## src/rtl/wb_port_arbiter.sv

```systemverilog
// wb_port_arbiter
//   Shares the single register-file write port between the in-order pipeline
//   write-back result and a long-latency unit (LU). LU results are buffered in
//   a small FIFO. The pipeline normally has priority. A forced drain (state
//   FORCE, pipeline stalled) happens when the FIFO fills or its head has lost
//   arbitration STARVE_LIMIT cycles in a row.
//
// Ports
//   i_clk, i_rst_n           clock (rising edge), async active-low reset
//   i_pipe_valid/rd/data     pipeline write-back request (held while stalled)
//   i_lu_valid/rd/data       LU result; pushed when i_lu_valid & o_lu_ready
//   o_lu_ready               FIFO has a free slot (registered count only)
//   o_pipe_stall             pipeline must hold WB and everything upstream
//   o_rf_we/rd/data          registered register-file write port
//   o_fifo_count             FIFO occupancy
module wb_port_arbiter #(
    parameter int DATA_W       = 32,
    parameter int ADDR_W       = 5,
    parameter int FIFO_DEPTH   = 2,
    parameter int STARVE_LIMIT = 4
) (
    input  logic                          i_clk,
    input  logic                          i_rst_n,
    input  logic                          i_pipe_valid,
    input  logic [ADDR_W-1:0]             i_pipe_rd,
    input  logic [DATA_W-1:0]             i_pipe_data,
    input  logic                          i_lu_valid,
    output logic                          o_lu_ready,
    input  logic [ADDR_W-1:0]             i_lu_rd,
    input  logic [DATA_W-1:0]             i_lu_data,
    output logic                          o_pipe_stall,
    output logic                          o_rf_we,
    output logic [ADDR_W-1:0]             o_rf_rd,
    output logic [DATA_W-1:0]             o_rf_data,
    output logic [$clog2(FIFO_DEPTH):0]   o_fifo_count
);

    localparam int CW = $clog2(FIFO_DEPTH) + 1;
    localparam int PW = (FIFO_DEPTH > 1) ? $clog2(FIFO_DEPTH) : 1;
    localparam int SW = $clog2(STARVE_LIMIT + 1);
    localparam int EW = ADDR_W + DATA_W;

    localparam logic [CW-1:0] COUNT_FULL = CW'(FIFO_DEPTH);
    localparam logic [SW-1:0] STARVE_MAX = SW'(STARVE_LIMIT);

    typedef enum logic {NORMAL, FORCE} state_t;

    state_t            state_q, state_d;
    logic [CW-1:0]     count_q, count_d;
    logic [PW-1:0]     wr_ptr_q, wr_ptr_d;
    logic [PW-1:0]     rd_ptr_q, rd_ptr_d;
    logic [SW-1:0]     starve_q, starve_d;
    logic              rf_we_q, rf_we_d;
    logic [ADDR_W-1:0] rf_rd_q, rf_rd_d;
    logic [DATA_W-1:0] rf_data_q, rf_data_d;
    logic [EW-1:0]     mem_q [FIFO_DEPTH];

    logic              push, pop, grant_pipe;
    logic [ADDR_W-1:0] head_rd;
    logic [DATA_W-1:0] head_data;

    // Ready is derived from the registered count only, so a pop in the same
    // cycle never frees a slot for a push.
    assign o_lu_ready   = (count_q != COUNT_FULL);
    assign o_pipe_stall = (state_q == FORCE);
    assign o_rf_we      = rf_we_q;
    assign o_rf_rd      = rf_rd_q;
    assign o_rf_data    = rf_data_q;
    assign o_fifo_count = count_q;

    assign {head_rd, head_data} = mem_q[rd_ptr_q];

    always_comb begin
        push       = i_lu_valid && o_lu_ready;
        grant_pipe = 1'b0;
        pop        = 1'b0;
        if (state_q == NORMAL) begin
            grant_pipe = i_pipe_valid;
            pop        = !i_pipe_valid && (count_q != '0);
        end else begin
            pop        = (count_q != '0);
        end

        count_d  = count_q + CW'(push) - CW'(pop);
        wr_ptr_d = push ? wr_ptr_q + PW'(1) : wr_ptr_q;
        rd_ptr_d = pop  ? rd_ptr_q + PW'(1) : rd_ptr_q;

        // Lost cycles only accumulate while NORMAL holds a waiting head entry.
        starve_d = '0;
        if (state_q == NORMAL && count_q != '0 && !pop)
            starve_d = (starve_q == STARVE_MAX) ? starve_q : starve_q + SW'(1);

        state_d = state_q;
        if (state_q == NORMAL) begin
            if (count_d == COUNT_FULL || starve_d >= STARVE_MAX)
                state_d = FORCE;
        end else if (count_d == '0) begin
            state_d = NORMAL;
        end

        // Writes to x0 consume the entry but never assert the write enable.
        rf_we_d   = 1'b0;
        rf_rd_d   = rf_rd_q;
        rf_data_d = rf_data_q;
        if (grant_pipe) begin
            rf_we_d   = (i_pipe_rd != '0);
            rf_rd_d   = i_pipe_rd;
            rf_data_d = i_pipe_data;
        end else if (pop) begin
            rf_we_d   = (head_rd != '0);
            rf_rd_d   = head_rd;
            rf_data_d = head_data;
        end
    end

    always_ff @(posedge i_clk or negedge i_rst_n) begin
        if (!i_rst_n) begin
            state_q   <= NORMAL;
            count_q   <= '0;
            wr_ptr_q  <= '0;
            rd_ptr_q  <= '0;
            starve_q  <= '0;
            rf_we_q   <= 1'b0;
            rf_rd_q   <= '0;
            rf_data_q <= '0;
        end else begin
            state_q   <= state_d;
            count_q   <= count_d;
            wr_ptr_q  <= wr_ptr_d;
            rd_ptr_q  <= rd_ptr_d;
            starve_q  <= starve_d;
            rf_we_q   <= rf_we_d;
            rf_rd_q   <= rf_rd_d;
            rf_data_q <= rf_data_d;
        end
    end

    // FIFO storage carries no reset; occupancy is tracked by count/pointers.
    always_ff @(posedge i_clk) begin
        if (push)
            mem_q[wr_ptr_q] <= {i_lu_rd, i_lu_data};
    end

endmodule

```

## config.mk

```make
export PLATFORM = sky130hd
export DESIGN_NAME = wb_port_arbiter
export DESIGN_NICKNAME = d
export VERILOG_FILES = /design/src/rtl/wb_port_arbiter.sv
export SDC_FILE = /design/constraint.sdc
export NUM_CORES = 1
export LEC_CHECK = 0
export BUFFER_PORTS_ARGS = -buffer_cell sky130_fd_sc_hd__buf_4
export CAP_MARGIN = 15
export CORE_MARGIN = 2
export CORE_UTILIZATION = 48
export CTS_CLUSTER_DIAMETER = 100
export DETAILED_ROUTE_END_ITERATION = 12
export PLACE_DENSITY = 0.82
export SYNTH_ARGS = -nofsm -noshare
export SYNTH_HDL_FRONTEND = slang
export SYNTH_SLANG_ARGS = --single-unit
```

## constraint.sdc

```tcl
create_clock -name i_clk -period 2.7 [get_ports i_clk]
set_clock_uncertainty 0.2 [all_clocks]
set_input_delay 0.54 -clock i_clk [delete_from_list [all_inputs] [get_ports i_clk]]
set_output_delay 0.54 -clock i_clk [all_outputs]
set_load 0.01 [all_outputs]
```

==> results.toml <==
[routing]
vias = 3230
wl_per_cell_um = 17.1
vias_per_cell = 5.10
drt_first_iter_violations = 145
routed_wl_um = 10800
ant_nets = 0
drt_first_pass_iters = 4
drc = 0

[run]
maxCapViolCount = 0

[sta]
slew_headroom = 0.495
max_freq_mhz = 462
period_share = 0.802
report.final.slew_viol_count = 0
period_needed_ns = 2.17
worst_slew_pin_slew_ns = 0.758
setup_tns_ns = 0
setup_viol = 0
finalHoldViolCount = 0
grt_setup_unrepaired = "false"

[synthesis]
post_synth.cell_area_avg_sq_um = 15.1
netlist_area_sq_um = 4840
syn-instance-count = 321
ys_seq_area_frac = 0.697
yosysUniqueCellTypes = 28
synth_warnings = 0
synth_seq_cells = 120
synth_fp_nets = 403

[clocking]
cts_resized = 0
cts_buffers = 17
insertion_delay_ns = 0.52
clkTransAtPathRegs_ns = 0.06
cts_buffer_depth = 2
post-cts-setup-buffer-count = 0
cts_tree = "built"
cts.sinks = 120
cts_root_buf = "clkbuf_8"
h-tree-depth = 4

[placement]
dpl.hpwl_um = 6460
place_congestion = 0.814
io_buffers = 119

[grt]
grt_overflow = 0
grt_max_degree = 80
antenna_found_initial = 0
gr-usage-all-layers = 0.211
grt_pass1_wl_um = 17400
grt_pass1_vias = 3449

[layout]
final_net_count = 569
fin_util = 0.694
area_delta_synth_final_pct = 40.1
drive_above_1_share = 0.402
diodes = 0
final_common_cell = "buf_4"
fill_cells = 678
final_cell_mix = "126 x buf_4, 74 x edfxtp_1, 45 x dfrtp_1, 39 x nand2_1, 39 x dlygate4sd3_1"

[worst_setup_path]
critical_path_required_ns = 2.91
r2r_slack_ns = 0.53
critPathArrivalTime_ns = 2.37
cp_max_fo = 5
cp-end-kind = "flip-flop"
start_kind = "flip-flop"
crit_type = "reg -> reg"

[floorplanning]
die_h_um = 104
rows = 36
die_x_um = 104
initial_core_util = 0.495
dieArea_sq_um = 10900
core_area_sq_um = 9770
pin_count = 120

[min_path]
hold_class = "in -> reg"

[power_and_ir_drop]
clkPwrFrac = 0.263
swShare = 0.323
p_seq_frac = 0.391
switchingPower_mw = 2.39
p_int_mw = 5.00
irDropWorstVdd_mv = 0.735
leakage_nw = 2.92
power_density_nw_per_um2 = 1090
p_comb_frac = 0.345

[outcome]
outcome = "finished, final reports clean"
## per-stage QoR
| step | power [mW] | cells | hold WS [ns] | worst slack (ns) | area (sq um) |
|---|---|---|---|---|---|
| after floorplan | 4.43 | 321 | 0.0444 | 0.331 | 4840 |
| after global placement | 5.33 | 562 | 0.333 | 0.483 | 5870 |
| after detailed placement | 5.43 | 562 | 0.352 | 0.376 | 5870 |
| after CTS | 7.44 | 633 | 0.00171 | 0.527 | 6780 |
| after global routing | 7.79 | 633 | 0.00806 | 0.371 | 6780 |
| final | 7.40 | 633 | 0.0224 | 0.533 | 6780 |
## what timing repair did
item,CTS,global route
hold endpoints to repair,121,0
setup endpoints to repair,0,0
hold buffers,39,0
## logic make-up after synthesis
group	after synthesis	synth area share
compound gates	41	0.0470
xor+xnor	5	0.00904
mux	74	0.163
fa+ha+maj	4	0.0103
flops	120	0.697
simple gates	55	0.0504
buf+inv	22	0.0240
## synth_stat cells
cell type / count / area [sq um]
nor2b_1: 1 / 6.26
nor2_1: 3 / 11.3
or2_1: 1 / 6.26
buf_4: 5 / 37.5
a211o_1: 1 / 8.76
nand2b_1: 1 / 6.26
clkbuf_1: 6 / 22.5
mux2_2: 37 / 417
or4b_2: 1 / 10.0
buf_2: 5 / 25.0
mux2i_1: 37 / 370
inv_1: 4 / 15.0
xor2_1: 1 / 8.76
clkbuf_2: 1 / 5.00
o41ai_1: 1 / 8.76
nor3_1: 2 / 10.0
edfxtp_1: 74 / 2220
xnor2_1: 4 / 35.0
ha_1: 4 / 50.1
and2_1: 1 / 6.26
buf_6: 1 / 11.3
dfrtp_1: 46 / 1150
o21ai_0: 38 / 190
or4_1: 2 / 15.0
nand2_1: 39 / 146
and3_1: 3 / 18.8
nand3b_1: 1 / 7.51
o2111a_4: 1 / 20.0
## worst max-delay path, stage by stage (launching register included)
cell	delay, ns
dfrtp_1	0.43
nor2_1	0.22
nor2_1	0.11
ha_1	0.29
inv_1	0.04
ha_1	0.18
xnor2_1	0.17
xnor2_1	0.11
a211o_1	0.30
## layer usage
metal | vias to the layer above | global-route usage | wire length, um | part of all wire
met5 | - | 0 | 0 | 0
met4 | 0 | 0.102 | 261 | 0.024
met3 | 19 | 0.0602 | 521 | 0.048
met2 | 109 | 0.359 | 5690 | 0.53
met1 | 1594 | 0.243 | 4330 | 0.40
li1 | 1508 | - | - | -
## final timing paths
| kind | startpoint | end | depth (start not counted) |
|---|---|---|---|
| min in group asynchronous | i_rst_n | o_rf_data[30] | 2 |
| max | o_fifo_count[1] | o_pipe_stall | 8 |
| min | i_pipe_data[18] | o_rf_data[18] | 3 |
| max in group asynchronous | i_rst_n | rd_ptr_q | 2 |
| max reg2reg | o_fifo_count[1] | o_pipe_stall | 8 |
| min reg2reg | wr_ptr_q | wr_ptr_q | 1 |
## final cells by class
| class | count | area [sq um] | share of cell area |
|---|---|---|---|
| Clock buffer | 17 | 414 | 0.0611 |
| Sequential cell | 120 | 3370 | 0.498 |
| Inverter | 4 | 15.0 | 0.00221 |
| Timing Repair Buffer | 165 | 1340 | 0.197 |
| Multi-Input combinational cell | 179 | 1370 | 0.202 |
| Clock inverter | 15 | 106 | 0.0157 |
| Tap cell | 133 | 166 | 0.0245 |
## flip-flops by register name, indices dropped and copies added (netlist names)
name	count
o_fifo_count	2
starve_q	3
mem_q	74
rd_ptr_q	1
o_rf_data	32
o_rf_we	1
o_rf_rd	5
o_pipe_stall	1
wr_ptr_q	1
## power groups by stage
stage / clock network [mW] / logic (mW) / registers [mW]
2_1_floorplan: 0 / 1.42 / 3.01
3_3_place_gp: 0 / 2.44 / 2.88
3_5_place_dp: 0 / 2.50 / 2.92
4_1_cts: 1.98 / 2.57 / 2.89
5_1_grt: 2.05 / 2.78 / 2.96
6_report: 1.95 / 2.55 / 2.89
(Power assumes the default switching activity.)
